<file path="src/rtl/alu_result_queue_if.sv">
// Handshake bus between the ALU output and its result queue.
// master drives the upstream data plus the downstream ready; slave is the queue.
interface alu_result_queue_if #(
   parameter int WIDTH = 4
);
   logic             i_valid;
   logic             o_ready;
   logic [WIDTH-1:0] i_result;
   logic [3:0]       i_flag;
   logic             o_valid;
   logic             i_ready;
   logic [WIDTH-1:0] o_result;
   logic [3:0]       o_flag;

   modport master (
      output i_valid, i_result, i_flag, i_ready,
      input  o_ready, o_valid, o_result, o_flag
   );

   modport slave (
      input  i_valid, i_result, i_flag, i_ready,
      output o_ready, o_valid, o_result, o_flag
   );
endinterface

</file>
<file path="src/rtl/alu_result_queue.sv">
// alu_result_queue: first-word-fall-through queue for {result, flag} pairs from
// the ALU, with saturating error/overflow statistics.
// Optional feature macro ALU_QUEUE_DROP_ERR_EN: error results (flag bit0) are
// accepted and counted but never stored.
module alu_result_queue #(
   parameter int WIDTH = 4,
   parameter int DEPTH = 4,
   parameter int CNT_W = 8
) (
   input  logic                     i_clk,
   input  logic                     i_rst,
   alu_result_queue_if.slave        q,
   input  logic                     i_clr_stats,
   output logic [$clog2(DEPTH):0]   o_count,
   output logic [CNT_W-1:0]         o_err_cnt,
   output logic [CNT_W-1:0]         o_ovf_cnt
);
   localparam int PW = $clog2(DEPTH);
   localparam int CW = PW + 1;
   localparam logic [CW-1:0]    CNT_ONE   = CW'(1);
   localparam logic [CW-1:0]    CNT_LAST  = CW'(DEPTH - 1);
   localparam logic [CNT_W-1:0] STAT_MAX  = '1;

   typedef enum logic [1:0] {EMPTY, PARTIAL, FULL} state_t;

   state_t            state, state_nxt;
   logic [PW-1:0]     wr_ptr, rd_ptr;
   logic [WIDTH+3:0]  mem [DEPTH];
   logic              push, wr, pop, drop;

   // Handshake decode; stats follow the handshake, storage follows wr
   always_comb begin
      q.o_ready = (state != FULL);
      q.o_valid = (state != EMPTY);
      push      = q.i_valid & q.o_ready;
      pop       = q.o_valid & q.i_ready;
`ifdef ALU_QUEUE_DROP_ERR_EN
      drop      = q.i_flag[0];
`else
      drop      = 1'b0;
`endif
      wr        = push & ~drop;
   end

   // Occupancy FSM next-state
   always_comb begin
      state_nxt = state;
      case (state)
         EMPTY:   if (wr) state_nxt = PARTIAL;
         PARTIAL: begin
            if (wr && !pop && o_count == CNT_LAST)     state_nxt = FULL;
            else if (pop && !wr && o_count == CNT_ONE) state_nxt = EMPTY;
         end
         FULL:    if (pop) state_nxt = PARTIAL;
         default: state_nxt = EMPTY;
      endcase
   end

   // State, pointers and occupancy
   always_ff @(posedge i_clk) begin
      if (i_rst) begin
         state   <= EMPTY;
         wr_ptr  <= '0;
         rd_ptr  <= '0;
         o_count <= '0;
      end else begin
         state <= state_nxt;
         if (wr)  wr_ptr <= wr_ptr + 1'b1;
         if (pop) rd_ptr <= rd_ptr + 1'b1;
         case ({wr, pop})
            2'b10:   o_count <= o_count + 1'b1;
            2'b01:   o_count <= o_count - 1'b1;
            default: o_count <= o_count;
         endcase
      end
   end

   // Storage array; contents are masked at the output while empty
   always_ff @(posedge i_clk) begin
      if (wr) mem[wr_ptr] <= {q.i_flag, q.i_result};
   end

   // Head entry falls through to the output
   always_comb begin
      q.o_result = '0;
      q.o_flag   = '0;
      if (q.o_valid) begin
         q.o_result = mem[rd_ptr][WIDTH-1:0];
         q.o_flag   = mem[rd_ptr][WIDTH+3:WIDTH];
      end
   end

   // Saturating statistics; clear wins over a same-cycle push
   always_ff @(posedge i_clk) begin
      if (i_rst || i_clr_stats) begin
         o_err_cnt <= '0;
         o_ovf_cnt <= '0;
      end else if (push) begin
         if (q.i_flag[0] && o_err_cnt != STAT_MAX) o_err_cnt <= o_err_cnt + 1'b1;
         if (q.i_flag[3] && o_ovf_cnt != STAT_MAX) o_ovf_cnt <= o_ovf_cnt + 1'b1;
      end
   end
endmodule
</file>
<file path="src/flat_wrapper.sv">
// flat-port wrapper written by rule: the top's interface ports become plain ports
module alu_result_queue_flat 
#(
   parameter int WIDTH = 4,
   parameter int DEPTH = 4,
   parameter int CNT_W = 8
)
  (i_clk, i_rst, i_clr_stats, o_count, o_err_cnt, o_ovf_cnt, q_i_valid, q_i_result, q_i_flag, q_i_ready, q_o_ready, q_o_valid, q_o_result, q_o_flag);
  alu_result_queue_if #(.WIDTH(WIDTH)) q_i ();
  input  logic i_clk;
  input  logic i_rst;
  input  logic i_clr_stats;
  output logic [$clog2(DEPTH):0] o_count;
  output logic [CNT_W-1:0] o_err_cnt;
  output logic [CNT_W-1:0] o_ovf_cnt;
  input wire logic [$bits(q_i.i_valid)-1:0] q_i_valid;
  input wire logic [$bits(q_i.i_result)-1:0] q_i_result;
  input wire logic [$bits(q_i.i_flag)-1:0] q_i_flag;
  input wire logic [$bits(q_i.i_ready)-1:0] q_i_ready;
  output wire logic [$bits(q_i.o_ready)-1:0] q_o_ready;
  output wire logic [$bits(q_i.o_valid)-1:0] q_o_valid;
  output wire logic [$bits(q_i.o_result)-1:0] q_o_result;
  output wire logic [$bits(q_i.o_flag)-1:0] q_o_flag;
  assign q_i.i_valid = q_i_valid;
  assign q_i.i_result = q_i_result;
  assign q_i.i_flag = q_i_flag;
  assign q_i.i_ready = q_i_ready;
  assign q_o_ready = q_i.o_ready;
  assign q_o_valid = q_i.o_valid;
  assign q_o_result = q_i.o_result;
  assign q_o_flag = q_i.o_flag;
  alu_result_queue #(.WIDTH(WIDTH), .DEPTH(DEPTH), .CNT_W(CNT_W)) u_core (.i_clk(i_clk), .i_rst(i_rst), .q(q_i), .i_clr_stats(i_clr_stats), .o_count(o_count), .o_err_cnt(o_err_cnt), .o_ovf_cnt(o_ovf_cnt));
endmodule
</file>
<file path="config.mk">
export PLATFORM = sky130hd
export DESIGN_NAME = alu_result_queue_flat
export DESIGN_NICKNAME = d
export VERILOG_FILES = /design/src/rtl/alu_result_queue_if.sv /design/src/rtl/alu_result_queue.sv /design/src/flat_wrapper.sv
export SDC_FILE = /design/constraint.sdc
export NUM_CORES = 1
export LEC_CHECK = 0
export CAP_MARGIN = 20
export CORE_MARGIN = 1
export CORE_UTILIZATION = 53
export CTS_CLUSTER_DIAMETER = 120
export DETAILED_ROUTE_END_ITERATION = 8
export PLACE_DENSITY = 0.79
export SLEW_MARGIN = 0
export SYNTH_ARGS = -nofsm -noshare
export SYNTH_HDL_FRONTEND = slang
export SYNTH_SLANG_ARGS = --single-unit
export TNS_END_PERCENT = 30
</file>
<file path="constraint.sdc">
create_clock -name i_clk -period 2.1 [get_ports i_clk]
set_clock_uncertainty 0.05 [all_clocks]
set_input_delay 0.525 -clock i_clk [delete_from_list [all_inputs] [get_ports i_clk]]
set_output_delay 0.525 -clock i_clk [all_outputs]
set_load 0.02 [all_outputs]
</file>
==> results by group, run 1 <==
Run status
  • Outcome: finished with violations
  • Failing checks: setup timing

Worst setup path
  • CP endpoint kind: primary output
  • Critical path launch point type: flip-flop
  • FF-to-FF setup slack: about 0.32 ns
  • Arr. time, crit path: between 1.5 and 2 ns
  • Max FO, Critical Path: 8
  • Crit Path Class: flip-flop to primary output
  • Worst Path Required: around 1.5 ns

STA
  • Final Worst Setup Slack: -0.05970 ns
  • Hold slack: between 0.4 and 0.5 ns
  • Slew at the pin with the worst max-slew slack: around 0.34 ns
  • Post-layout min period: about 2.2 ns
  • Max-Slew Margin vs Limit: 77.14%
  • Final number of max-transition violations: 0
  • Maximum clock rate: roughly 460 MHz
  • Post-route clock period utilization: 102.8%
  • Setup violators final: 8
  • RSZ-0062 raised after global routing: yes
  • Final count of hold timing violations: 0
  • Sum of negative setup slack: -0.4250 ns

Global routing
  • Global-route wire length before repair: 7.962 mm
  • Total GRT Usage: roughly a fifth
  • Initial antenna violation count: 0
  • Largest net degree at the start of global routing: 17
  • Vias in the first global route: about 1.7k
  • Overflow after GRT: 0

Run
  • MaxCap Viol Count: 0

Power
  • Psw: a little under 600 uW
  • Cell Pwr Density: approximately 780 nW/um^2
  • Sequential share of power: around half
  • Combinational fraction of design power: between 10% and 20%
  • Sw frac: 21.97%
  • Clock power share: between 30% and 40%
  • Leakage: roughly 0.0012 uW
  • Final Power: 2665 uW
  • Peak VDD IR: 0.0005615 V
  • Cell Int Power: a little over 2000 uW

Layout
  • Nets@finish: around 290
  • Area growth from synthesis to layout: 32.45%
  • Ratio of cells with drive above 1 in the final layout: between 20% and 30%
  • Fill cells: 330
  • Diodes inserted: 0
  • Design Area, Final: between 3000 and 4000 sq um

Clock tree
  • CTS root buffer: clkbuf_8
  • Clock buffer count from CTS: 9
  • Maximum buffer depth of the clock tree: 2
  • CTS tree: done
  • Worst-Skew Late Latency: roughly 0.32 ns
  • CTS Hold Buffers Added: 0
  • Clk slew on worst S/H paths: about 0.06 ns
  • Clk sinks: 59
  • CTS HTree Levels: 3

Min path
  • Hold crit path type: flip-flop to flip-flop

Synth
  • Asr flop ratio synth: 0%
  • FF+latch count, synth: 59
  • Cells after Synth: between 200 and 250
  • Mean Syn Cell Area: between 10 and 15 sq um
  • Mapped cell area: around 2600 sq um
  • Main flop type after synthesis: edfxtp_1
  • Area leader, netlist: edfxtp_1
  • Dominant cells by area after synthesis: edfxtp_1 37%, dfxtp_1 21%, mux4_2 7.0%, ha_1 5.8%, a21oi_1 3.3%
  • Yosys warns: 0
  • Register area share after synthesis: approximately three fifths
  • Synth top area share: roughly 37%
  • Distinct cell type count after synthesis: 32
  • Post-synth top cells: 32 x edfxtp_1, 27 x dfxtp_1, 17 x a21oi_1
  • Post-Syn Nets: 234
  • Most frequent cell after synthesis: edfxtp_1
  • EDFF count, synth: 32

Route
  • Final ANT Viol Nets: 0
  • Starting DRC count in detailed routing: 85
  • Final WL: roughly 5.0 mm
  • Drt via density: approximately 5.4
  • Routed length on met3: around 220 um
  • Drt drc: 0
  • Wire per inst: about 15 um
  • Max Used Layer: met4
  • Vias: between 1.5k and 2k
  • Met2 WL: 2.371 mm
  • DRT Pass-1 Iters: 4
  • DRT met1 WL: about 2.3 mm

Die
  • Die area: 5165 sq um
  • Die Y: 71.87 um
  • Rows: 25
  • Chip width: 71.87 um
  • Core area: roughly 4700 sq um
  • Top-level port count: 42
  • Starting Density: 54.78%

Place
  • Hpwl dp: between 3 and 4 mm
  • Placed cell areas: 3221 sq um
  • Setup slack after placement: -0.1983 ns
  • GPL Wtd Cong: about 0.76
  • IO Port Bufs: 41
==> metal layers <==
layer | GRT usage, % | up-vias
li1 | - | 889
met1 | 25.72 | 877
met2 | 32.70 | 50
met3 | 7.595 | 6
met4 | 9.804 | 0
met5 | 0 | -
==> stage by stage <==
stage / utilization [%] / instances
3_5_place_dp: 68.19 / 323
2_1_floorplan: - / 209
4_1_cts: 72.05 / 339
3_3_place_gp: 68.19 / 323
5_1_grt: 72.56 / 339
6_report: 72.56 / 339
==> cell families (layout without fill, tap and decap cells) <==
kind of cell / count (synthesis) / in the layout / synth area share, %
buffers and inverters: 21 / 84 / 3.772
AO/OA/AOI/OAI: 38 / 38 / 9.672
AND/OR/NAND/NOR: 63 / 63 / 13.01
adder cells (fa/ha/maj): 12 / 12 / 5.803
flip-flops: 59 / 59 / 58.03
XOR/XNOR: 7 / 7 / 2.369
multiplexers: 9 / 9 / 7.350
==> layout make-up <==
cell class / count / area [sq um] / share of cell area, %
Clock buffer: 14 / 172.7 / 5.038
Clock inverter: 2 / 33.78 / 0.9858
Inverter: 11 / 41.29 / 1.205
Multi-Input combinational cell: 129 / 1005 / 29.32
Sequential cell: 59 / 1503 / 43.85
Tap cell: 67 / 83.83 / 2.446
Timing Repair Buffer: 57 / 588.1 / 17.16
==> placed cells by master (no fill, tap or decap), types with 5 or more instances in the layout <==
master           netlist  layout
inv_1                 11      11
clkdlybuf4s50_1        0      31
nand3_1                9       9
buf_12                 0       6
ha_1                  12      12
nand2_1                9       9
buf_4                  0      10
o21ai_0                7       7
or3_1                  7       7
o31ai_1                5       5
nor2_1                14      14
a21oi_1               17      17
mux4_2                 8       8
and2_1                 9       5
dfxtp_1               27      26
clkbuf_8               0      12
xor2_1                 5       5
edfxtp_1              32      32
or4_1                  5       5
==> state kept, by name, summed over array words and instances, names as in the netlist, named ones only <==
name              cells
u_core.rd_ptr         2
u_core.o_ovf_cnt      8
u_core.wr_ptr         2
u_core.o_err_cnt      8
u_core.o_count        3
u_core.state          2
u_core.mem           32
==> worst paths after layout <==
| check | start | end | cells after the start |
|---|---|---|---|
| worst min-delay path | u_core.o_err_cnt[1] | u_core.o_err_cnt[1] | 2 |
| worst max-delay path | flip-flop | q_o_result[0] | 4 |
| worst max register to register | u_core.state[0] | u_core.state[0] | 7 |
| worst min register to register | u_core.o_err_cnt[1] | u_core.o_err_cnt[1] | 2 |
==> what timing repair did <==
action,in CTS,in global routing
pin swaps,0,0
endpoints found under the setup margin,10,9
setup buffers,0,0
gates resized for setup,41,7
==> power by group through the flow <==
| stage | combinational (uW) | sequential, uW | clock (uW) |
|---|---|---|---|
| 2_1_floorplan | 171 | 1320 | 0 |
| 3_3_place_gp | 315 | 1310 | 0 |
| 3_5_place_dp | 324 | 1320 | 0 |
| 4_1_cts | 320 | 1290 | 1060 |
| 5_1_grt | 351 | 1300 | 1120 |
| 6_report | 324 | 1290 | 1050 |
==> critical path: stages, from the launching register on <==
cell     delay [ns]
dfxtp_2        0.34
buf_12         0.13
mux4_2         0.50
and2_4         0.17
buf_6          0.12
(Power assumes the default switching activity.)
==> run 2: changes to the inputs <==
Settings changed: SLEW_MARGIN 0 to unset.
==> results of run 2 <==
Final layout, timing and power as in run 1 (identical DEF).
==> run 3: changes to the inputs <==
Settings changed: CORE_MARGIN 1 to unset.
==> results of run 3 <==
Final layout, timing and power as in run 1 (identical DEF).
